$ cat config.mk
export PLATFORM = sky130hd
export DESIGN_NAME = serial_alu_ctrl_flat
export DESIGN_NICKNAME = d
export VERILOG_FILES = /design/src/rtl/serial_alu_ctrl_pkg.sv /design/src/rtl/serial_alu_ctrl_if.sv /design/src/rtl/serial_alu_ctrl_bit_alu.sv /design/src/rtl/serial_alu_ctrl.sv /design/src/flat_wrapper.sv
export SDC_FILE = /design/constraint.sdc
export NUM_CORES = 1
export LEC_CHECK = 0
export ABC_AREA = 1
export CORE_ASPECT_RATIO = 0.9
export CORE_MARGIN = 8
export CORE_UTILIZATION = 53
export CTS_CLUSTER_SIZE = 28
export DETAILED_ROUTE_END_ITERATION = 8
export PLACE_DENSITY = 0.86
export SYNTH_ARGS = -nofsm -noshare
export SYNTH_HDL_FRONTEND = slang
export SYNTH_SLANG_ARGS = --single-unit
$ cat constraint.sdc
create_clock -name clk -period 4.72 [get_ports clk]
set_input_delay 0.472 -clock clk [delete_from_list [all_inputs] [get_ports clk]]
set_output_delay 0.472 -clock clk [all_outputs]
set_load 0.05 [all_outputs]
$ cat src/rtl/serial_alu_ctrl_pkg.sv
// Shared definitions for the bit-serial ALU controller: alu_ctl codes, FSM
// states, slice operation encodings and the alu_ctl -> slice control decode.
package serial_alu_ctrl_pkg;

    localparam logic [3:0] CTL_AND = 4'b0000;
    localparam logic [3:0] CTL_OR  = 4'b0001;
    localparam logic [3:0] CTL_ADD = 4'b0010;
    localparam logic [3:0] CTL_SUB = 4'b0110;
    localparam logic [3:0] CTL_SLT = 4'b0111;
    localparam logic [3:0] CTL_NOR = 4'b1100;

    typedef enum logic [1:0] {
        ST_IDLE = 2'b00,
        ST_RUN  = 2'b01,
        ST_SET  = 2'b10,
        ST_DONE = 2'b11
    } state_e;

    // The slice also implements 2'b11 (pass "less"), which this controller never selects.
    typedef enum logic [1:0] {
        OP_AND = 2'b00,
        OP_OR  = 2'b01,
        OP_ADD = 2'b10
    } slice_op_e;

    typedef struct packed {
        logic      ainv;
        logic      binv;
        slice_op_e op;
        logic      valid;
        logic      slt;
        logic      arith;
    } slice_ctl_t;

    function automatic slice_ctl_t decode_ctl(input logic [3:0] ctl);
        slice_ctl_t c;
        c = '{ainv: 1'b0, binv: 1'b0, op: OP_AND, valid: 1'b1, slt: 1'b0, arith: 1'b0};
        case (ctl)
            CTL_AND: c.op = OP_AND;
            CTL_OR:  c.op = OP_OR;
            CTL_ADD: begin c.op = OP_ADD; c.arith = 1'b1; end
            CTL_SUB: begin c.op = OP_ADD; c.binv = 1'b1; c.arith = 1'b1; end
            CTL_SLT: begin c.op = OP_ADD; c.binv = 1'b1; c.slt = 1'b1; end
            CTL_NOR: begin c.op = OP_AND; c.ainv = 1'b1; c.binv = 1'b1; end
            default: c.valid = 1'b0;
        endcase
        return c;
    endfunction

endpackage

$ cat src/rtl/serial_alu_ctrl_if.sv
// Request/response bundle of the serial ALU: the requester drives the
// operation and operands, the ALU returns status and the registered result.
interface serial_alu_ctrl_if #(
    parameter int WIDTH = 32
);
    logic             start;
    logic [3:0]       alu_ctl;
    logic [WIDTH-1:0] a;
    logic [WIDTH-1:0] b;
    logic             busy;
    logic             done;
    logic [WIDTH-1:0] result;
    logic             zero;
    logic             overflow;

    modport master (
        output start, alu_ctl, a, b,
        input  busy, done, result, zero, overflow
    );

    modport slave (
        input  start, alu_ctl, a, b,
        output busy, done, result, zero, overflow
    );
endinterface

$ cat src/rtl/serial_alu_ctrl_bit_alu.sv
// Classic 1-bit ALU slice: optional operand inversion, full adder, and a
// 4:1 select between AND, OR, SUM and the external "less" input.
module bit_alu (
    input  logic       a,
    input  logic       b,
    input  logic       ainv,
    input  logic       binv,
    input  logic       cin,
    input  logic       less,
    input  logic [1:0] op,
    output logic       res,
    output logic       cout
);
    logic a_eff;
    logic b_eff;

    assign a_eff = a ^ ainv;
    assign b_eff = b ^ binv;
    assign cout  = (a_eff & b_eff) | (a_eff & cin) | (b_eff & cin);

    // NOTE: every output of a combinational block gets a value on every path, so no latch is inferred.
    always_comb begin
        res = less;
        case (op)
            2'b00:   res = a_eff & b_eff;
            2'b01:   res = a_eff | b_eff;
            2'b10:   res = a_eff ^ b_eff ^ cin;
            default: res = less;
        endcase
    end
endmodule

$ cat src/rtl/serial_alu_ctrl.sv
// Bit-serial ALU: one bit per clock through a single slice, LSB first; the
// result, zero and overflow registers update only when an operation completes.
module serial_alu_ctrl
    import serial_alu_ctrl_pkg::*;
#(
    parameter int WIDTH = 32
) (
    input  logic             clk,
    input  logic             rst,
    serial_alu_ctrl_if.slave bus
);
    localparam int IW = $clog2(WIDTH);

    state_e           state_q, state_d;
    logic [WIDTH-1:0] a_q, b_q, work_q, work_d, result_q;
    logic [3:0]       ctl_q;
    logic [IW-1:0]    idx_q;
    logic             carry_q, slt_q, zero_q, ovf_q;
    logic             slice_res, slice_cout, last_bit;
    logic             busy, done;
    slice_ctl_t       dec;

    assign dec      = decode_ctl(ctl_q);
    assign last_bit = (idx_q == IW'(WIDTH - 1));

    bit_alu u_bit_alu (
        .a    (a_q[idx_q]),
        .b    (b_q[idx_q]),
        .ainv (dec.ainv),
        .binv (dec.binv),
        .cin  (carry_q),
        .less (1'b0),
        .op   (dec.op),
        .res  (slice_res),
        .cout (slice_cout)
    );

    // Working word with the current bit merged in; undefined codes and SLT contribute zeros.
    always_comb begin
        work_d        = work_q;
        work_d[idx_q] = slice_res & dec.valid & ~dec.slt;
    end

    always_comb begin
        state_d = state_q;
        busy    = (state_q != ST_IDLE);
        done    = 1'b0;
        case (state_q)
            ST_IDLE: if (bus.start) state_d = ST_RUN;
            ST_RUN:  if (last_bit)  state_d = dec.slt ? ST_SET : ST_DONE;
            ST_SET:  state_d = ST_DONE;
            ST_DONE: begin
                done    = 1'b1;
                state_d = ST_IDLE;
            end
            default: state_d = ST_IDLE;
        endcase
    end

    // NOTE: operand and work registers have no reset; they are always loaded before they are read.
    always_ff @(posedge clk) begin
        if (state_q == ST_IDLE && bus.start) begin
            a_q    <= bus.a;
            b_q    <= bus.b;
            ctl_q  <= bus.alu_ctl;
            work_q <= '0;
        end else if (state_q == ST_RUN) begin
            work_q <= work_d;
            if (last_bit) slt_q <= slice_res ^ carry_q ^ slice_cout;
        end
    end

    // NOTE: sequential state uses non-blocking assignments so all registers update together.
    always_ff @(posedge clk) begin
        if (rst) begin
            state_q  <= ST_IDLE;
            idx_q    <= '0;
            carry_q  <= 1'b0;
            result_q <= '0;
            zero_q   <= 1'b1;
            ovf_q    <= 1'b0;
        end else begin
            state_q <= state_d;
            case (state_q)
                ST_IDLE: if (bus.start) begin
                    idx_q   <= '0;
                    carry_q <= decode_ctl(bus.alu_ctl).binv;
                end
                ST_RUN: begin
                    carry_q <= slice_cout;
                    idx_q   <= idx_q + IW'(1);
                    if (last_bit && !dec.slt) begin
                        result_q <= work_d;
                        zero_q   <= (work_d == '0);
                        ovf_q    <= dec.arith & (carry_q ^ slice_cout);
                    end
                end
                ST_SET: begin
                    result_q <= {{(WIDTH - 1){1'b0}}, slt_q};
                    zero_q   <= ~slt_q;
                    ovf_q    <= 1'b0;
                end
                default: ;
            endcase
        end
    end

    assign bus.busy     = busy;
    assign bus.done     = done;
    assign bus.result   = result_q;
    assign bus.zero     = zero_q;
    assign bus.overflow = ovf_q;
endmodule

$ cat src/flat_wrapper.sv
// flat-port wrapper written by rule: the top's interface ports become plain ports
module serial_alu_ctrl_flat import serial_alu_ctrl_pkg::*;
#(
    parameter int WIDTH = 32
)
  (clk, rst, bus_start, bus_alu_ctl, bus_a, bus_b, bus_busy, bus_done, bus_result, bus_zero, bus_overflow);
  serial_alu_ctrl_if #(.WIDTH(WIDTH)) bus_i ();
  input  logic clk;
  input  logic rst;
  input wire logic [$bits(bus_i.start)-1:0] bus_start;
  input wire logic [$bits(bus_i.alu_ctl)-1:0] bus_alu_ctl;
  input wire logic [$bits(bus_i.a)-1:0] bus_a;
  input wire logic [$bits(bus_i.b)-1:0] bus_b;
  output wire logic [$bits(bus_i.busy)-1:0] bus_busy;
  output wire logic [$bits(bus_i.done)-1:0] bus_done;
  output wire logic [$bits(bus_i.result)-1:0] bus_result;
  output wire logic [$bits(bus_i.zero)-1:0] bus_zero;
  output wire logic [$bits(bus_i.overflow)-1:0] bus_overflow;
  assign bus_i.start = bus_start;
  assign bus_i.alu_ctl = bus_alu_ctl;
  assign bus_i.a = bus_a;
  assign bus_i.b = bus_b;
  assign bus_busy = bus_i.busy;
  assign bus_done = bus_i.done;
  assign bus_result = bus_i.result;
  assign bus_zero = bus_i.zero;
  assign bus_overflow = bus_i.overflow;
  serial_alu_ctrl #(.WIDTH(WIDTH)) u_core (.clk(clk), .rst(rst), .bus(bus_i));
endmodule
Word level (Yosys, flattened, before mapping)
Cells that the tools add are included.
{"block": "op_classes", "mul": 0, "add_sub_neg": 1, "order_cmp": 2, "bitwise_logic": 19, "n_shift": 0, "div_mod_pow": 0, "eq_ne": 17, "reduce_logical": 20, "muxes": 30}
{"op": "32-bit one-hot mux with 2 select lines", "count": 1}
{"op": "32-bit bitwise mux", "count": 1}
{"op": "32-bit logical NOT", "count": 1}
{"op": "32-bit 2-to-1 mux", "count": 1}
{"op": "4-bit by 3-bit equality test with 1-bit output (second input constant)", "count": 4}
{"op": "1-bit 2-to-1 mux", "count": 14}
{"op": "1-bit binary-select mux with 5-bit select", "count": 2}
{"op": "5-bit one-hot mux with 2 select lines", "count": 1}
{"op": "3-bit OR reduction", "count": 3}
{"op": "4-bit equality test (second input constant)", "count": 2}
{"op": "2-bit one-hot mux with 4 select lines", "count": 1}
{"op": "1-bit bitwise XOR", "count": 7}
{"op": "1-bit AND", "count": 6}
{"op": "2-bit equality test (second input constant)", "count": 3}
{"op": "5-bit by 6-bit less-than comparator with 1-bit output (second input constant)", "count": 1}
{"op": "1-bit one-hot mux with 2 select lines", "count": 3}
{"op": "2-bit AND reduction", "count": 3}
{"op": "2-bit nonzero test", "count": 3}
{"op": "6-bit OR reduction", "count": 1}
{"op": "5-bit by 1-bit adder with 5-bit output (second input constant)", "count": 1}
{"op": "1-bit demux with 5-bit select", "count": 1}
{"op": "5-bit equality test (second input constant)", "count": 1}
{"op": "5-bit by 1-bit >= comparator with 1-bit output (second input constant)", "count": 1}
{"op": "5-bit 2-to-1 mux", "count": 1}
{"op": "other kinds (16)", "count": 26}
{"block": "totals", "regBits": 143, "output_inout_bits": 36, "ramBits": 0, "wordCells": 100, "in_bits": 71, "n_memories": 0, "latch_bits": 0, "mem_bits_ro": 0}

Logic depth before layout (Yosys ltp)
Gate-level depths: netlist of run 1.
{"block": "logic_depth", "depth_word": 13, "ltp_mapped": 28}

By module
Synthesis of run 1 repeated with hierarchy kept, for this count alone.
{"block": "unflattened", "cells_unflattened": 785, "area_unflattened_um2": 6467.5}
{"mod": "serial_alu_ctrl", "n_inst": 1, "cells_per_inst": 766, "area_each_um2": 6349.8}
{"mod": "bit_alu", "n_inst": 1, "cells_per_inst": 19, "area_each_um2": 117.6}

Least setup slack after synthesis of run 1
Ideal clock, no wire load.
{"block": "synth_timing", "path_type": "reg2reg", "from": "register u_core.state_q[1]", "to": "register u_core.a_q[0] (enable)", "path_slack_ns": 1.383, "stages_incl_launch_ff": 6, "period_less_slack_ns": 3.337, "required_ns": 4.261, "path_buffers": 1, "arrival_ns": 2.878, "setup_time_ns": 0.459, "cell_sequence": "dfxtp_1 -> inv_1 -> ha_1 -> nand2_1 -> inv_1 -> clkbuf_1"}
{"block": "synth_between", "elab_chain_len": 2}
{"item": "start: declaration", "line": "serial_alu_ctrl.sv:14", "text": "state_e state_q, state_d;"}
{"item": "start signal: assignment", "line": "serial_alu_ctrl.sv:83", "text": "state_q <= state_d;"}
{"item": "2-bit logical NOT", "line": "serial_alu_ctrl.sv:62", "text": "if (state_q == ST_IDLE && bus.start) begin"}
{"item": "1-bit logical AND", "line": "serial_alu_ctrl.sv:62"}
{"item": "end signal: assignment", "line": "serial_alu_ctrl.sv:63", "text": "a_q <= bus.a;"}
{"item": "end: declaration", "line": "serial_alu_ctrl.sv:15", "text": "logic [WIDTH-1:0] a_q, b_q, work_q, work_d, result_q;"}
Every way passes these cells.
A chain may end at the register's enable or synchronous reset.

Final worst setup path of run 1
{"block": "layout_timing", "from": "register u_core.idx_q[1]", "to": "register u_core.zero_q, in the netlist u_core.bus.zero"}
{"block": "layout_between", "elab_chain_len": 12}
{"item": "start: declaration", "line": "serial_alu_ctrl.sv:17", "text": "logic [IW-1:0] idx_q;"}
{"item": "start signal: assignment", "line": "serial_alu_ctrl.sv:91", "text": "idx_q <= idx_q + IW'(1);"}
{"item": "1-bit binary-select mux with 5-bit select, on equally long branches", "line": "serial_alu_ctrl.sv:27, serial_alu_ctrl.sv:28"}
{"item": "1-bit 2-to-1 mux, on equally long branches", "line": "serial_alu_ctrl.sv:27, serial_alu_ctrl.sv:28"}
{"item": "1-bit bitwise XOR, on equally long branches", "line": "serial_alu_ctrl_bit_alu.sv:17, serial_alu_ctrl_bit_alu.sv:18"}
{"item": "1-bit bitwise XOR (2 in series)", "line": "serial_alu_ctrl_bit_alu.sv:27", "text": "2'b10: res = a_eff ^ b_eff ^ cin;"}
{"item": "1-bit one-hot mux with 3 select lines", "line": "serial_alu_ctrl_bit_alu.sv:24", "text": "case (op)"}
{"item": "1-bit AND (2 in series)", "line": "serial_alu_ctrl.sv:41", "text": "work_d[idx_q] = slice_res & dec.valid & ~dec.slt;"}
{"item": "32-bit bitwise mux", "line": "serial_alu_ctrl.sv:41"}
{"item": "32-bit logical NOT", "line": "serial_alu_ctrl.sv:94", "text": "zero_q <= (work_d == '0);"}
{"item": "1-bit 2-to-1 mux", "line": "serial_alu_ctrl.sv:92", "text": "if (last_bit && !dec.slt) begin"}
{"item": "1-bit one-hot mux with 2 select lines", "line": "serial_alu_ctrl.sv:84", "text": "case (state_q)"}
{"item": "end signal: assignment", "line": "serial_alu_ctrl.sv:94"}
{"item": "end signal: assignment", "line": "serial_alu_ctrl.sv:100", "text": "zero_q <= ~slt_q;"}
{"item": "end: declaration", "line": "serial_alu_ctrl.sv:18", "text": "logic carry_q, slt_q, zero_q, ovf_q;"}
Several ways; a longest one is shown, not always the timed one. The select of a mux whose other input is x is not followed.

==> results.py, run 1 <==
metrics = {
    "timing": {
        "slew_viol_final": 0,
        "worst_pin_slew_ns": 1.01,
        "timing.fmax_mhz": 244,
        "max_slew_margin": 0.329,
        "worst_slack_ns": 0.619,
        "period_share": 0.869,
        "rsz0062_at_grt": "false",
        "post-route-min-period_ns": 4.10,
        "hold_violations": 0,
        "skew_ns": 0.00827,
        "fin_tns_setup_ns": 0,
        "finalSetupViolations": 0,
    },
    "cts": {
        "clk_latency_ns": 0.43,
        "cts_setup_buffers": 0,
        "cts_buffer_depth": 2,
        "cts_num_sinks": 143,
        "htreeDepth": 4,
        "cts.clk_slew.worst_paths_ns": 0.06,
        "cts_hold_buffers": 0,
        "cts-root-buf": "clkbuf_16",
        "cts.repair.resized": 0,
        "cts_buffers": 17,
        "cts_tree": "yes",
    },
    "floorplanning": {
        "die_w_um": 133,
        "core_area_mm2": 0.0120,
        "start_util": 0.541,
        "num_rows": 38,
        "io_pins": 107,
        "die_area_mm2": 0.0160,
        "dieHeight_um": 121,
    },
    "layout": {
        "area.growth.synth_to_final_pct": 28.5,
        "final_cell_mix": "nand2_1 (147), nor2_1 (122), clkdlybuf4s50_1 (106), o21ai_0 (99), inv_1 (82)",
        "instances_no_fill": 1052,
        "nets": 964,
        "fillCellCount": 898,
        "finalInstanceArea_mm2": 0.00833,
        "multi_input_area_mm2": 0.00245,
        "final_common_cell": "nand2_1",
        "antenna_cells": 0,
        "final-seq-area_mm2": 0.00355,
        "drive_above_1_share": 0.0639,
    },
    "placed_design": {
        "hpwl_mm": 11.7,
        "port_buffers": 106,
        "dpl_cell_area_mm2": 0.00767,
        "dp_slack_ns": 0.913,
        "place_congestion": 0.870,
        "placed_cells": 1021,
    },
    "critical_path": {
        "startpoint_type": "flip-flop",
        "critPathSlowestCell": "fa_1",
        "critPathTopFamily": "simple AND/OR/NAND/NOR gates",
        "required_ns": 5.03,
        "crit_path_end_kind": "flip-flop",
        "crit_fanout": 20,
        "cpPeakStageDelay_ns": 0.50,
        "criticalPathCategory": "flip-flop to flip-flop",
        "critical_path.most_common_cell": "nand2_1",
        "path_buf_inv": 3,
        "crit_path_cell_trace": "buf_4, inv_1, o21ai_0, o22ai_1, nand2_1, nand2_1, a221oi_1, nand2_1, xnor2_1, fa_1, inv_1, nand2_1, nand3_4, nand2_4, o21ai_0, nor2_1, nand3_1, nor2_1, nand3_1, nand2_1, nand2_1, nand2_1",
        "cp_data_arrival_time_ns": 4.41,
    },
    "yosys": {
        "synth-main-ff-cell": "dfxtp_1",
        "async_reset_ff_frac": 0,
        "synth-edff-count": 69,
        "synth_area_mm2": 0.00649,
        "ys_ff_latch": 143,
        "ys_warn_count": 0,
        "syn_nets": 864,
        "syn_avg_cell_area_um2": 8.32,
        "seq_area_frac_synth": 0.548,
        "synth_cell_type_count": 36,
        "synth_cells": 780,
    },
    "route": {
        "routedWlPerCell_um": 16.2,
        "initialDrtViolationCount": 811,
        "ant_nets": 0,
        "vias_per_cell": 5.38,
        "firstDrtPassIters": 6,
        "vias": 5660,
        "wl_mm": 17.0,
        "drc": 0,
    },
    "flow_run": {
        "max_cap_viol_count": 0,
    },
    "global_route": {
        "grt_pass1_wl_mm": 27.8,
        "grt-ovfl-total": 0,
        "grt_pass1_vias": 5540,
        "grtUsageTotal": 0.215,
        "grt_max_degree": 54,
        "antenna_found_initial": 0,
    },
    "status": {
        "outcome": "finished clean",
    },
    "pwr": {
        "power_density_mw_per_mm2": 564,
        "vdd_drop_max_mv": 0.300,
        "p_leak_nw": 3.35,
    },
    "min_path": {
        "hp-class": "flip-flop to flip-flop",
    },
}
-- flip-flops by register name, summed over array words and instances, names as in the netlist --
register,count
u_core.slt_q,1
u_core.ctl_q,4
u_core.b_q,32
u_core.work_q,32
u_core.carry_q,1
u_core.bus.result,32
u_core.bus.zero,1
u_core.state_q,2
u_core.bus.overflow,1
u_core.a_q,32
u_core.idx_q,5
-- synth_stat cells (2+ instances only) --
| cell | n | area, µm² |
|---|---|---|
| a21oi_1 | 54 | 270 |
| a221oi_1 | 5 | 43.8 |
| buf_1 | 2 | 7.51 |
| buf_2 | 3 | 15.0 |
| clkbuf_1 | 27 | 101 |
| clkinv_1 | 3 | 11.3 |
| dfxtp_1 | 74 | 1480 |
| edfxtp_1 | 69 | 2070 |
| ha_1 | 12 | 150 |
| inv_1 | 83 | 312 |
| inv_2 | 3 | 11.3 |
| nand2_1 | 147 | 552 |
| nand2_2 | 5 | 31.3 |
| nand3_1 | 21 | 105 |
| nand4_1 | 2 | 12.5 |
| nor2_1 | 122 | 458 |
| nor2_2 | 3 | 18.8 |
| nor3_1 | 5 | 25.0 |
| o21ai_0 | 99 | 495 |
| o21ai_1 | 6 | 30.0 |
| o22ai_1 | 16 | 100 |
| or2_2 | 3 | 18.8 |
| xnor2_1 | 3 | 26.3 |
-- layout make-up --
type | instances | area share
inverters | 89 | 0.0402
well taps | 160 | 0.0240
clock buffers | 17 | 0.0510
flip-flops and latches | 143 | 0.426
clock inverters | 14 | 0.0285
multi-input cells | 514 | 0.294
repair buffers | 115 | 0.135
-- worst paths after layout --
kind / to / slack (ns) / cells after the start / startpoint
hold reg to reg: u_core.bus.result[3]$_SDFFE_PP0P_ / 0.46 / 2 / u_core.bus.result[3]$_SDFFE_PP0P_
setup reg to reg: u_core.bus.zero$_SDFFE_PP1P_ / 0.62 / 22 / u_core.idx_q[1]$_SDFFE_PP0P_
hold / removal: u_core.bus.result[3]$_SDFFE_PP0P_ / 0.46 / 2 / u_core.bus.result[3]$_SDFFE_PP0P_
setup / recovery: u_core.bus.zero$_SDFFE_PP1P_ / 0.62 / 22 / u_core.idx_q[1]$_SDFFE_PP0P_
-- logic make-up after synthesis --
logic type,count (synthesis),share of synthesized area
AOI/OAI and AO/OA,183,0.149
xor gates and xnor gates,4,0.00540
adders and majority gates,13,0.0262
buffers and inverters,123,0.0741
DFF,143,0.548
and+or+nand+nor,314,0.198
-- power by group --
group	leakage (nW)	switching (mW)	total [mW]	internal, mW
Sequential	1.26	0.110	1.72	1.61
Combinational	1.77	0.994	1.46	0.467
Clock	0.315	0.532	1.52	0.989
Total	3.35	1.64	4.70	3.07
-- metal layers --
| metal | up-vias | wire length (µm) | global-route usage |
|---|---|---|---|
| met2 | 262 | 8470 | 0.362 |
| li1 | 2765 | - | - |
| met5 | - | 0 | 0 |
| met3 | 30 | 1290 | 0.0658 |
| met1 | 2603 | 6910 | 0.255 |
| met4 | 0 | 332 | 0.0829 |
-- metrics by stage --
step	util	power [mW]	hold WS, ns
3_5_place_dp	0.640	3.14	0.455
3_3_place_gp	0.640	3.09	0.452
4_1_cts	0.696	4.69	0.464
2_1_floorplan	-	2.78	0.450
5_1_grt	0.696	4.95	0.482
6_report	0.696	4.70	0.463
-- worst min-delay path, delay by kind of cell, from the launching register on --
| family | cells | cell delay (ns) |
|---|---|---|
| DFF | 1 | 0.30 |
| and+or+nand+nor | 1 | 0.06 |
| AOI/OAI and AO/OA | 1 | 0.05 |
No activity file was read; power rests on OpenSTA's default activity.
==> run 2: changes to the inputs <==
CORE_MARGIN = unset   (was 8)
SKIP_CTS_REPAIR_TIMING = 1   (was unset)
==> run 2 against run 1 <==
  * Via count increased by 0.83%
  * Register-to-register slack got worse by 0.06 ns
  * Die area fell by 21%
  * Sequential share of layout area up 0.58 points
  * Largest power group unchanged
  * Highest routed layer unchanged
==> results.py, run 2 (synthesized netlist as in run 1, its figures left out) <==
metrics = {
    "status": {
        "outcome": "finished clean",
    },
    "layout": {
        "finalInstanceArea_mm2": 0.00822,
        "instances_no_fill": 1048,
        "multi_input_area_mm2": 0.00245,
        "fillCellCount": 847,
        "final-seq-area_mm2": 0.00355,
        "final_cell_mix": "nand2_1 (147), nor2_1 (122), clkdlybuf4s50_1 (106), o21ai_0 (99), inv_1 (82)",
        "nets": 963,
        "final_common_cell": "nand2_1",
        "area.growth.synth_to_final_pct": 26.7,
        "drive_above_1_share": 0.0650,
        "antenna_cells": 0,
    },
    "cts": {
        "cts_buffer_depth": 2,
        "htreeDepth": 4,
        "cts.clk_slew.worst_paths_ns": 0.06,
        "cts-root-buf": "clkbuf_16",
        "cts_num_sinks": 143,
        "cts_tree": "yes",
        "clk_latency_ns": 0.42,
        "cts_buffers": 17,
    },
    "timing": {
        "post-route-min-period_ns": 4.17,
        "finalSetupViolations": 0,
        "hold_violations": 0,
        "fin_tns_setup_ns": 0,
        "slew_viol_final": 0,
        "worst_pin_slew_ns": 0.994,
        "rsz0062_at_grt": "false",
        "skew_ns": 0.0114,
        "timing.fmax_mhz": 240,
        "period_share": 0.882,
        "hold_slack_ns": 0.462,
        "max_slew_margin": 0.337,
    },
    "critical_path": {
        "criticalPathCategory": "flip-flop to flip-flop",
        "r2r_cells": 22,
        "crit_fanout": 35,
        "crit_path_end_kind": "flip-flop",
        "cp_data_arrival_time_ns": 4.48,
        "startpoint_type": "flip-flop",
        "required_ns": 5.03,
    },
    "min_path": {
        "hp-class": "flip-flop to flip-flop",
        "hold_depth": 2,
    },
    "placed_design": {
        "port_buffers": 106,
        "placed_cells": 1016,
        "hpwl_mm": 10.5,
        "place_congestion": 0.874,
        "dpl_cell_area_mm2": 0.00766,
    },
    "global_route": {
        "grt_pass1_wl_mm": 25.7,
        "grt_max_degree": 83,
        "grt_pass1_vias": 5346,
        "antenna_found_initial": 0,
        "grtUsageTotal": 0.258,
        "grt-ovfl-total": 0,
    },
    "flow_run": {
        "max_cap_viol_count": 0,
    },
    "pwr": {
        "vdd_drop_max_mv": 0.407,
        "p_leak_nw": 3.29,
        "power_mw": 4.44,
        "power_density_mw_per_mm2": 540,
    },
    "route": {
        "vias_per_cell": 5.45,
        "ant_nets": 0,
        "firstDrtPassIters": 5,
        "routedWlPerCell_um": 15.0,
        "initialDrtViolationCount": 688,
        "vias": 5707,
        "drc": 0,
        "wl_mm": 15.7,
    },
    "floorplanning": {
        "dieHeight_um": 107,
        "die_area_mm2": 0.0127,
        "num_rows": 37,
        "io_pins": 107,
        "start_util": 0.556,
        "die_w_um": 119,
        "core_area_mm2": 0.0117,
    },
}
[run 2: through the flow]
stage | util | setup slack [ns]
global placement | 0.656 | 0.915
detailed placement | 0.656 | 0.709
floorplan | - | 1.38
finish | 0.705 | 0.555
global route | 0.705 | 0.252
CTS | 0.705 | 0.647
[run 2: layout make-up]
cell class	instances	share of cell area
inverter	89	0.0408
tap	156	0.0237
timing repair buffer	114	0.136
multi-input combinational	514	0.298
clock inverter	15	0.0167
clock buffer	17	0.0517
sequential	143	0.432
[run 2: critical path: stages (launching register included)]
cell and delay [ns]:
dfxtp_1 0.33, inv_1 0.39, o21ai_0 0.41, o22ai_1 0.13
nand2_1 0.07, nand2_1 0.06, a221oi_1 0.22, nand2_1 0.14
xnor2_1 0.24, inv_1 0.12, fa_1 0.46, inv_1 0.07
nand2_1 0.08, nand3_4 0.20, nand2_4 0.18, o21ai_0 0.45
nor2_1 0.09, nand3_1 0.11, nor2_1 0.05, nand3_1 0.08
nand2_1 0.05, nand2_1 0.05, nand2_1 0.05
[run 2: final timing paths]
| kind | startpoint | endpoint | slack (ns) |
|---|---|---|---|
| max | u_core.idx_q[0]$_SDFFE_PP0P_ | u_core.bus.zero$_SDFFE_PP1P_ | 0.55 |
| max reg2reg | u_core.idx_q[0]$_SDFFE_PP0P_ | u_core.bus.zero$_SDFFE_PP1P_ | 0.55 |
| min | u_core.bus.result[7]$_SDFFE_PP0P_ | u_core.bus.result[7]$_SDFFE_PP0P_ | 0.46 |
| min reg2reg | u_core.bus.result[7]$_SDFFE_PP0P_ | u_core.bus.result[7]$_SDFFE_PP0P_ | 0.46 |
[run 2: metal layers]
layer | vias up | routed length (µm) | global-route usage
li1 | 2765 | - | -
met1 | 2639 | 6630 | 0.335
met2 | 273 | 7540 | 0.424
met3 | 30 | 1260 | 0.0638
met4 | 0 | 266 | 0.0841
met5 | - | 0 | 0
[run 2: report_power, final]
group / switching (mW) / internal [mW]
sequential: 0.108 / 1.61
combinational: 0.985 / 0.459
clock: 0.544 / 0.731
==> run 3: changes to the inputs <==
CORE_UTILIZATION = 58   (was 53)
PLACE_DENSITY = 0.93   (was 0.86)
SKIP_LAST_GASP = 1   (was unset)
clock period = 4.9 ns   (was 4.72 ns; I/O delays follow)
==> run 3 against run 2 <==
  * Total power fell by 0.42%
  * Maximum frequency fell by 7.5%
  * Utilization rose by 5.7 points
  * Clock skew rose by 0.0026 ns
  * Critical path depth rose by 1
  * Flip-flop and latch count did not move
  * Largest cell class unchanged
==> results.py, run 3 (synthesized netlist as in run 1, its figures left out) <==
metrics = {
    "status": {
        "outcome": "finished clean",
    },
    "global_route": {
        "grt_max_degree": 73,
        "grt_pass1_vias": 5500,
        "grtUsageTotal": 0.304,
        "grt-ovfl-total": 0,
        "antenna_found_initial": 0,
        "grt_pass1_wl_mm": 26.6,
    },
    "cts": {
        "clk_latency_ns": 0.43,
        "cts_num_sinks": 143,
        "cts.clk_slew.worst_paths_ns": 0.06,
        "cts_buffer_depth": 2,
        "cts_buffers": 17,
        "cts-root-buf": "clkbuf_16",
        "htreeDepth": 4,
        "cts_tree": "yes",
    },
    "route": {
        "firstDrtPassIters": 9,
        "routedWlPerCell_um": 16.2,
        "drc": 0,
        "wl_mm": 16.9,
        "vias_per_cell": 5.70,
        "vias": 5955,
        "initialDrtViolationCount": 915,
        "ant_nets": 0,
    },
    "pwr": {
        "power_frac_clock": 0.301,
        "power.switching_mw": 1.62,
        "p_leak_nw": 3.31,
        "vdd_drop_max_mv": 0.329,
        "seqPwrFrac": 0.376,
        "p_comb_frac": 0.323,
        "p_int_mw": 2.81,
        "power_density_mw_per_mm2": 535,
        "swShare": 0.365,
    },
    "critical_path": {
        "cp_data_arrival_time_ns": 4.87,
        "r2r_cells": 23,
        "crit_fanout": 38,
        "reg2reg_from": "u_core.idx_q[0]$_SDFFE_PP0P_",
        "r2r_slack_ns": 0.40,
        "rr_endpoint": "u_core.bus.zero$_SDFFE_PP1P_",
        "crit_path_end_kind": "flip-flop",
        "criticalPathCategory": "flip-flop to flip-flop",
        "startpoint_type": "flip-flop",
        "required_ns": 5.27,
    },
    "min_path": {
        "hold_path_end": "u_core.bus.result[9]$_SDFFE_PP0P_",
        "hp-class": "flip-flop to flip-flop",
        "hold_depth": 2,
        "min_from": "u_core.bus.result[9]$_SDFFE_PP0P_",
    },
    "floorplanning": {
        "die_w_um": 113,
        "io_pins": 107,
        "core_area_mm2": 0.0109,
        "start_util": 0.598,
        "die_area_mm2": 0.0116,
        "num_rows": 36,
        "dieHeight_um": 102,
    },
    "timing": {
        "post-route-min-period_ns": 4.50,
        "hold_violations": 0,
        "max_slew_margin": 0.210,
        "rsz0062_at_grt": "false",
        "fin_tns_setup_ns": 0,
        "period_share": 0.919,
        "finalSetupViolations": 0,
        "timing.fmax_mhz": 222,
        "slew_viol_final": 0,
        "hold_slack_ns": 0.464,
        "skew_ns": 0.0140,
        "worst_pin_slew_ns": 1.18,
    },
    "layout": {
        "antenna_cells": 0,
        "final_cell_mix": "nand2_1 (147), nor2_1 (122), clkdlybuf4s50_1 (106), o21ai_0 (99), inv_1 (81)",
        "area.growth.synth_to_final_pct": 27.4,
        "final_common_cell": "nand2_1",
        "drive_above_1_share": 0.0661,
        "fillCellCount": 697,
        "nets": 963,
    },
    "placed_design": {
        "hpwl_mm": 10.8,
        "place_congestion": 0.858,
        "port_buffers": 106,
    },
    "flow_run": {
        "max_cap_viol_count": 0,
    },
}
[run 3: cell types whose count changed in the layout (fill, tap and decap cells not counted)]
cell	previous run	this run
buf_4	8	7
bufinv_16	1	3
clkinv_2	3	1
clkinvlp_4	3	5
inv_1	82	81
inv_6	2	3
inv_8	2	1
[run 3: worst max path at each step]
stage,start,to,slack [ns],cells past startpoint
after floorplan,u_core.state_q[1]$_SDFFE_PP0P_,u_core.a_q[0]$_DFFE_PP_,1.56,5
after global placement,u_core.idx_q[0]$_SDFFE_PP0P_,u_core.bus.zero$_SDFFE_PP1P_,0.89,23
after detailed placement,u_core.idx_q[0]$_SDFFE_PP0P_,u_core.bus.zero$_SDFFE_PP1P_,0.64,20
after CTS,u_core.idx_q[0]$_SDFFE_PP0P_,u_core.bus.zero$_SDFFE_PP1P_,0.39,23
after global routing,u_core.idx_q[0]$_SDFFE_PP0P_,u_core.bus.zero$_SDFFE_PP1P_,0.07,23
final,u_core.idx_q[0]$_SDFFE_PP0P_,u_core.bus.zero$_SDFFE_PP1P_,0.40,23
[run 3: layout make-up]
cell class,instances,area (µm²),area share
Sequential cell,143,3550,0.430
Multi-Input combinational cell,514,2450,0.297
Timing Repair Buffer,113,1110,0.135
Clock buffer,17,425,0.0515
Inverter,89,339,0.0410
Tap cell,152,190,0.0230
Clock inverter,15,185,0.0224
Timing Repair inverter,1,7.51,0.000908
[run 3: stage by stage]
step / instances / total power [mW] / utilization / instance area, µm² / setup WS, ns
2_1_floorplan: 780 / 2.68 / - / 6490 / 1.56
3_3_place_gp: 1011 / 2.95 / 0.704 / 7650 / 0.886
3_5_place_dp: 1011 / 3.02 / 0.704 / 7650 / 0.645
4_1_cts: 1043 / 4.38 / 0.761 / 8260 / 0.387
5_1_grt: 1044 / 4.64 / 0.762 / 8270 / 0.0707
6_report: 1044 / 4.42 / 0.762 / 8270 / 0.397
[run 3: worst max-delay path: stages (launching register included)]
cell and delay (ns):
dfxtp_1 0.31, buf_4 0.35, clkinvlp_4 0.39, o21ai_0 0.31, o22ai_1 0.11, nand2_1 0.09
nand2_1 0.08, a221oi_1 0.25, nand2_1 0.16, xnor2_1 0.22, inv_1 0.11, fa_1 0.51
inv_1 0.04, nand2_1 0.10, nand3_4 0.19, nand2_4 0.25, o21ai_0 0.23, nor2_1 0.19
nand3_1 0.10, nor2_1 0.13, nand3_1 0.08, nand2_1 0.07, nand2_1 0.04, nand2_1 0.08
[run 3: power groups by stage]
| stage | sequential, mW | clock (mW) | combinational [mW] |
|---|---|---|---|
| finish | 1.66 | 1.33 | 1.43 |
| global placement | 1.67 | 0 | 1.29 |
| floorplan | 1.67 | 0 | 1.01 |
| CTS | 1.66 | 1.34 | 1.38 |
| global route | 1.68 | 1.38 | 1.57 |
| detailed placement | 1.68 | 0 | 1.35 |
[run 3: layer usage]
metal / share of wire / track usage / vias to the layer above
li1: - / - / 2766
met1: 0.38 / 0.354 / 2721
met2: 0.49 / 0.512 / 389
met3: 0.095 / 0.0813 / 79
met4: 0.040 / 0.178 / 0
met5: 0 / 0 / -
